[config.mk]
export PLATFORM = sky130hd
export DESIGN_NAME = wb_port_arbiter
export DESIGN_NICKNAME = d
export VERILOG_FILES = /design/src/rtl/wb_port_arbiter.sv
export SDC_FILE = /design/constraint.sdc
export NUM_CORES = 1
export LEC_CHECK = 0
export CORE_MARGIN = 2
export CORE_UTILIZATION = 50
export DETAILED_ROUTE_END_ITERATION = 8
export DONT_BUFFER_PORTS = 1
export GPL_TIMING_DRIVEN = 0
export PLACE_DENSITY = 0.7
export SETUP_SLACK_MARGIN = 0.02
export SYNTH_ARGS = -nofsm -noshare
export SYNTH_HDL_FRONTEND = slang
export SYNTH_SLANG_ARGS = --single-unit
[constraint.sdc]
create_clock -name clk -period 3.81 [get_ports clk]
set_clock_uncertainty 0.15 [all_clocks]
set_input_delay 0.762 -clock clk [delete_from_list [all_inputs] [get_ports clk]]
set_output_delay 0.762 -clock clk [all_outputs]
set_load 0.03 [all_outputs]
[src/rtl/wb_port_arbiter.sv]
// Round-robin arbiter that shares the register file write port among writeback units.
// Define WB_ARB_STATS_EN to add per-requester grant and stall counters.
module wb_port_arbiter #(
    parameter int NUM_REQ = 4,
    parameter int ADDR    = 5,
    parameter int WIDTH   = 32,
    parameter int TAG_W   = 6
`ifdef WB_ARB_STATS_EN
    ,
    parameter int CNT_W   = 16
`endif
) (
    input  logic                     clk,
    input  logic                     rst,
    input  logic                     flush,
    input  logic [NUM_REQ-1:0]       req_valid,
    input  logic [NUM_REQ*ADDR-1:0]  req_rd,
    input  logic [NUM_REQ*WIDTH-1:0] req_data,
    input  logic [NUM_REQ*TAG_W-1:0] req_tag,
    output logic [NUM_REQ-1:0]       req_ready,
    output logic                     wb_valid,
    output logic [ADDR-1:0]          wb_reg,
    output logic [WIDTH-1:0]         wb_data,
    output logic [TAG_W-1:0]         wb_tag
`ifdef WB_ARB_STATS_EN
    ,
    output logic [NUM_REQ*CNT_W-1:0] grant_cnt,
    output logic [NUM_REQ*CNT_W-1:0] stall_cnt
`endif
);

    localparam int PTR_W = (NUM_REQ > 1) ? $clog2(NUM_REQ) : 1;
    localparam logic [PTR_W:0] NREQ = (PTR_W+1)'(NUM_REQ);
    localparam logic [PTR_W-1:0] LAST = PTR_W'(NUM_REQ - 1);

    logic [PTR_W-1:0] r_ptr;
    logic             r_valid;
    logic [ADDR-1:0]  r_reg;
    logic [WIDTH-1:0] r_data;
    logic [TAG_W-1:0] r_tag;

    logic               w_found;
    logic [PTR_W-1:0]   w_idx;
    logic [PTR_W-1:0]   w_nxt;
    logic [NUM_REQ-1:0] w_gnt;
    logic               w_fire;
    logic [ADDR-1:0]    w_rd;
    logic [WIDTH-1:0]   w_data;
    logic [TAG_W-1:0]   w_tag;

    // Scan from the pointer upwards (wrapping) and pick the first valid requester.
    always_comb begin
        logic [PTR_W:0] v_sum;
        w_found = 1'b0;
        w_idx   = '0;
        v_sum   = '0;
        for (int k = 0; k < NUM_REQ; k++) begin
            v_sum = {1'b0, r_ptr} + (PTR_W+1)'(k);
            if (v_sum >= NREQ) begin
                v_sum = v_sum - NREQ;
            end
            if (!w_found && req_valid[v_sum[PTR_W-1:0]]) begin
                w_found = 1'b1;
                w_idx   = v_sum[PTR_W-1:0];
            end
        end
    end

    // One-hot grant, suppressed during reset and flush.
    always_comb begin
        w_gnt = '0;
        if (rst && !flush && w_found) begin
            w_gnt[w_idx] = 1'b1;
        end
    end

    assign req_ready = w_gnt;
    assign w_fire    = |w_gnt;
    assign w_nxt     = (w_idx == LAST) ? '0 : w_idx + 1'b1;
    assign w_rd      = req_rd[int'(w_idx)*ADDR +: ADDR];
    assign w_data    = req_data[int'(w_idx)*WIDTH +: WIDTH];
    assign w_tag     = req_tag[int'(w_idx)*TAG_W +: TAG_W];

    // Register the winner's payload; idle and flush cycles drive zeros so nothing is written.
    always_ff @(posedge clk or negedge rst) begin
        if (!rst) begin
            r_ptr   <= '0;
            r_valid <= 1'b0;
            r_reg   <= '0;
            r_data  <= '0;
            r_tag   <= '0;
        end else if (flush) begin
            r_ptr   <= '0;
            r_valid <= 1'b0;
            r_reg   <= '0;
            r_data  <= '0;
            r_tag   <= '0;
        end else if (w_fire) begin
            r_ptr   <= w_nxt;
            r_valid <= 1'b1;
            r_reg   <= w_rd;
            r_data  <= w_data;
            r_tag   <= w_tag;
        end else begin
            r_valid <= 1'b0;
            r_reg   <= '0;
            r_data  <= '0;
            r_tag   <= '0;
        end
    end

    assign wb_valid = r_valid;
    assign wb_reg   = r_reg;
    assign wb_data  = r_data;
    assign wb_tag   = r_tag;

`ifdef WB_ARB_STATS_EN
    localparam logic [CNT_W-1:0] CMAX = '1;

    for (genvar gi = 0; gi < NUM_REQ; gi++) begin : g_stats
        logic [CNT_W-1:0] r_gcnt;
        logic [CNT_W-1:0] r_scnt;

        // Saturating grant and stall counters; only reset clears them.
        always_ff @(posedge clk or negedge rst) begin
            if (!rst) begin
                r_gcnt <= '0;
                r_scnt <= '0;
            end else begin
                if (w_gnt[gi] && r_gcnt != CMAX) begin
                    r_gcnt <= r_gcnt + 1'b1;
                end
                if (req_valid[gi] && !w_gnt[gi] && r_scnt != CMAX) begin
                    r_scnt <= r_scnt + 1'b1;
                end
            end
        end

        assign grant_cnt[gi*CNT_W +: CNT_W] = r_gcnt;
        assign stall_cnt[gi*CNT_W +: CNT_W] = r_scnt;
    end
`endif

endmodule

# Yosys cells after proc, flatten, opt, wreduce, memory -nomap -nowiden
# Index checks and enable logic that the tools add are counted.
# word_totals
elab_cells,75
ff_bits,46
inputBits,179
out_inout_bits,48
# op_classes
multipliers,2
n_mux,34
add_sub_neg,8
magnitude_cmp,10
shifts,3
n_reduce_logical,12
eq_ne,1
# op_table
operator,n
128-bit by 8-bit variable part select with 32-bit output,1
32-bit 2-to-1 mux,2
24-bit by 6-bit variable part select with 6-bit output,1
2-bit 2-to-1 mux,11
20-bit by 6-bit variable part select with 5-bit output,1
2-bit by 3-bit < comparator with 1-bit output (second input constant),5
6-bit 2-to-1 mux,2
1-bit 2-to-1 mux,11
5-bit 2-to-1 mux,2
3-bit greater-or-equal comparator (second input constant),3
1-bit binary-select mux with 2-bit select,4
2-bit by 1-bit subtractor with 2-bit output (second input constant),4
2-bit by 2-bit adder with 3-bit output (second input constant),2
1-bit logical AND,6
2-bit by 3-bit multiplier with 5-bit output (second input constant),1
1-bit zero test,4
2-bit by 2-bit multiplier with 4-bit output (second input constant),1
4-bit 2-to-1 mux,1
4-bit OR reduction,1
2-bit by 1-bit adder with 3-bit output (second input constant),1
2-bit by 3-bit greater-or-equal comparator with 1-bit output (second input constant),1
2-bit by 1-bit adder with 2-bit output (second input constant),1
1-bit demux with 2-bit select,1
2-bit equality test (second input constant),1
other kinds (2),2

# Longest topological paths before layout
# depth
ltp_word,22
ltp_mapped,8
ltp_nobuf,5

# Worst setup path before layout
# OpenSTA, ideal clock, no wires.
# synth_path
kind,input port to output port
from,in req_valid[2]
to,out req_ready[3]
path_slack_ps,940
arrival_time_ps,1958
n_path_buf,2
required_time_ps,2898
path_stages,5
cell_sequence,buf_2 a21oi_1 o221ai_1 buf_2 nor2_1
# synth_between
elab_chain_cells,17
word_cells_on_any_way,29
classes_between,2 x order compare; 19 x mux; 8 x reduce/logical
# synth_rtl
element,line_no,source
from (decl),16,"input logic [NUM_REQ-1:0] req_valid,"
1-bit binary-select mux with 2-bit select,62,if (!w_found && req_valid[v_sum[PTR_W-1:0]]) begin
1-bit 2-to-1 mux (not written as such),62,
1-bit 2-to-1 mux,62,
1-bit zero test,62,
1-bit logical AND,62,
1-bit 2-to-1 mux,62,
1-bit zero test,62,
1-bit logical AND,62,
1-bit 2-to-1 mux,62,
1-bit zero test,62,
1-bit logical AND,62,
2-bit 2-to-1 mux,62,
2-bit by 3-bit < comparator with 1-bit output (not written as such) / 2-bit by 1-bit greater-or-equal comparator with 1-bit output (equally long branches),73,w_gnt[w_idx] = 1'b1;
1-bit logical AND (not written as such),73,
1-bit 2-to-1 mux (not written as such),73,
1-bit demux with 2-bit select,73,
4-bit 2-to-1 mux (*),72,if (rst && !flush && w_found) begin
to (decl),20,"output logic [NUM_REQ-1:0] req_ready,"
# Mark *: on every way between the ends. The rest lies on a longest branch, timed or not. The select of a mux whose other input is x is not followed.

# Worst setup path in the final report
# Same ends and word-level chain as after synthesis.

==> results.md <==
* CP required at 2900 ps
* Metal1 wirelength at 4131 um
* Pwr/cell area at 321.8 nW/um2
* Cell count after synthesis at 336
* Final HPWL DP at 7811 um
* Initial antenna violation count at 0
* Total Wirelength at 10,470 um
* Root Buffer: clkbuf_8
* CTS tree: done
* Share of cells above drive strength 1 at 0.3333
* Post-Synth XOR/XNOR Area at 0
* RSZ-0062 raised after global routing: no
* Post-CTS setup buffers at 0
* Asr flop ratio synth at 1.000
* Top-level I/O count at 227
* Post-synthesis sequential area ratio at 0.3238
* Iter 0 DRT Violations at 127
* Final Cycle Share at 0.8458
* Synth area leaders: dfrtp_1 (32%), o221ai_2 (16%), a32oi_2 (12%), nor3b_1 (9.3%), buf_6 (5.7%)
* Std-Cell Rows at 30
* Mapped Area at 3555 um2
* Max Slew Vio Count at 0
* Max-capacitance violation count at 0
* Number of port buffers at 0
* Max FFs per register at 32
* Post-Syn Nets at 515
* Max Fclk at 0.3103 GHz
* Main combinational cell family by area after synthesis: compound AO/OA/AOI/OAI gates
* Die Area at 7800 um2
* DIE WIDTH at 88.32 um
* CTS Buffer Depth at 2
* DP Cell Count at 432
* Most frequent cells in the layout: dfrtp_1 (46), inv_1 (45), nor3b_1 (44), nand2_1 (44), o221ai_2 (39)
* Clk_lat worst skew at 300 ps
* Yosys top cell area share at 0.3238
* HP Class: primary input to async pin
* Avg Synthesized Cell Area at 10.58 um2
* Max rail drop VDD at 0.1784 mV
* Vias in the first global route at 2,905
* CP startpoint kind: primary input
* Distinct cells, synth at 32
* Max layer used: met4
* CP Class: primary input to output port
* RD Place Congestion at 0.8507
* Worst R2R Path Depth at 6
* CTS Buf Count at 5
* GRT Util Overall at 0.2590
* Multi-input gate area at 1903 um2
* Vias at 2,914
* Die extent in y at 88.32 um
* Register bit total from synthesis at 46
* Core Area at 6832 um2
* Synth Area in Simple Gates at 0.1654
* Remaining global-route overflow at 0
* Yosys warns at 0
* Worst slack at placement at 559.4 ps
* Final ANT Viol Nets at 0
* Leading cell type in the layout, fill and taps excluded: dfrtp_1
* Pin count of the biggest net entering global routing at 47
* P&R area growth vs syn at 6.723%
* Worst EP arrival at 2310 ps
* Final setup vio count at 0
* Mux cell area share after synthesis at 0.002816
* CP Max Fanout at 10
* Hold WS at 155.2 ps
* Prevailing post-synth register cell: dfrtp_1
* Worst relative slew slack at 0.4909
* Clk pin slew, worst setup/hold paths at 90 ps
* Cell taking the most area after synthesis: dfrtp_1
* Fill cell count at 634
* Post-Synth Adder-Cell Area at 0
* Number of flops mapped to enable cells by yosys at 0
* Final Hold Viols at 0
* DR WL/cell at 23.73 um
* Met2 Wirelength at 5360 um
* DR WL met3 at 780 um
* Compound-gate portion of the synthesized area at 0.3671
* Register area at 1151 um2
* Vias per cell at 6.608
* Final setup margin at 587.4 ps
* Measured slew at the worst slew-check pin at 763.6 ps
* Startpoint of the worst-slack reg-to-reg timing path: r_ptr[1]
* H-tree depth at 2
* Starting Density at 0.5203
* Nets@finish at 523
* Fin cells at 441
* Crit end category: output port
* Status: complete, no violations
* Drt drc at 0
* Ant diodes at 0
* Global-route wire length before repair at 15,610 um
* Critical Path Source: req_valid[2]
* DR pass1 iterations at 5
* Clock sinks at 46
* Tmin final at 3223 ps
* Setup TNS at 0 ps
* Leak at 1.563 nW
==> metrics by stage <==
step | utilization | instance area, um2 | power, W
6_report | 0.5553 | 3794 | 0.001221
5_1_grt | 0.5553 | 3794 | 0.001277
4_1_cts | 0.5553 | 3794 | 0.001230
3_5_place_dp | 0.5379 | 3675 | 0.0009015
3_3_place_gp | 0.5379 | 3675 | 0.0008945
2_1_floorplan | - | 3555 | 0.0008445
==> routing by layer <==
metal  vias to the layer above  global-route usage
met4                         0             0.07851
met5                         -                   0
met3                        15             0.06530
met2                       154              0.4457
met1                      1461              0.3196
li1                       1284                   -
==> where the power goes <==
group          total [W]  switching, W  internal, W  leakage [nW]
clock network   0.000318      0.000171     0.000147        0.0482
logic           0.000295      0.000180     0.000115         0.894
registers       0.000608     0.0000859     0.000522         0.620
==> critical path, cell delays in order <==
cell,delay [ps]
buf_2,180
nor2_1,60
o221ai_1,610
buf_2,450
nor2_1,230
==> cell type report <==
cell class | count | share of cell area
inverters | 47 | 0.04716
clock inverters | 1 | 0.001319
flip-flops and latches | 46 | 0.3034
well taps | 96 | 0.03166
repair buffers | 1 | 0.007256
clock buffers | 7 | 0.02276
multi-input cells | 201 | 0.5017
plain buffers | 42 | 0.08476
==> cells in the mapped netlist, types with 2 or more instances <==
master / count
a32oi_2: 26
o21ai_1: 2
a21oi_1: 2
a221oi_1: 2
o221ai_2: 39
a32oi_1: 17
clkbuf_1: 5
dfrtp_1: 46
a211oi_1: 2
nor2b_1: 2
nor3b_1: 44
nand2_1: 44
and2_1: 2
o221ai_1: 5
buf_6: 18
inv_1: 45
buf_4: 2
nor2_1: 3
buf_2: 17
==> cell families (layout without fill, tap and decap cells) <==
logic type | Yosys count | count (layout)
simple gates | 101 | 101
buf+inv | 89 | 98
mux | 1 | 1
compound gates | 99 | 99
flops | 46 | 46
==> timing repair <==
item	CTS	global route
hold buffers	1	0
endpoints found under the hold margin	46	0
gates resized for setup	0	0
==> final timing paths <==
kind / end / slack (ps)
worst min-delay path: wb_tag[1] / 160
min in group clk: r_ptr[0] / 460
worst max register to register: wb_data[26] / 1660
worst max-delay path: req_ready[3] / 590
worst min register to register: r_ptr[1] / 560
max in group asynchronous: wb_data[21] / 3150
Note: power is estimated with default switching activity, not from simulation.
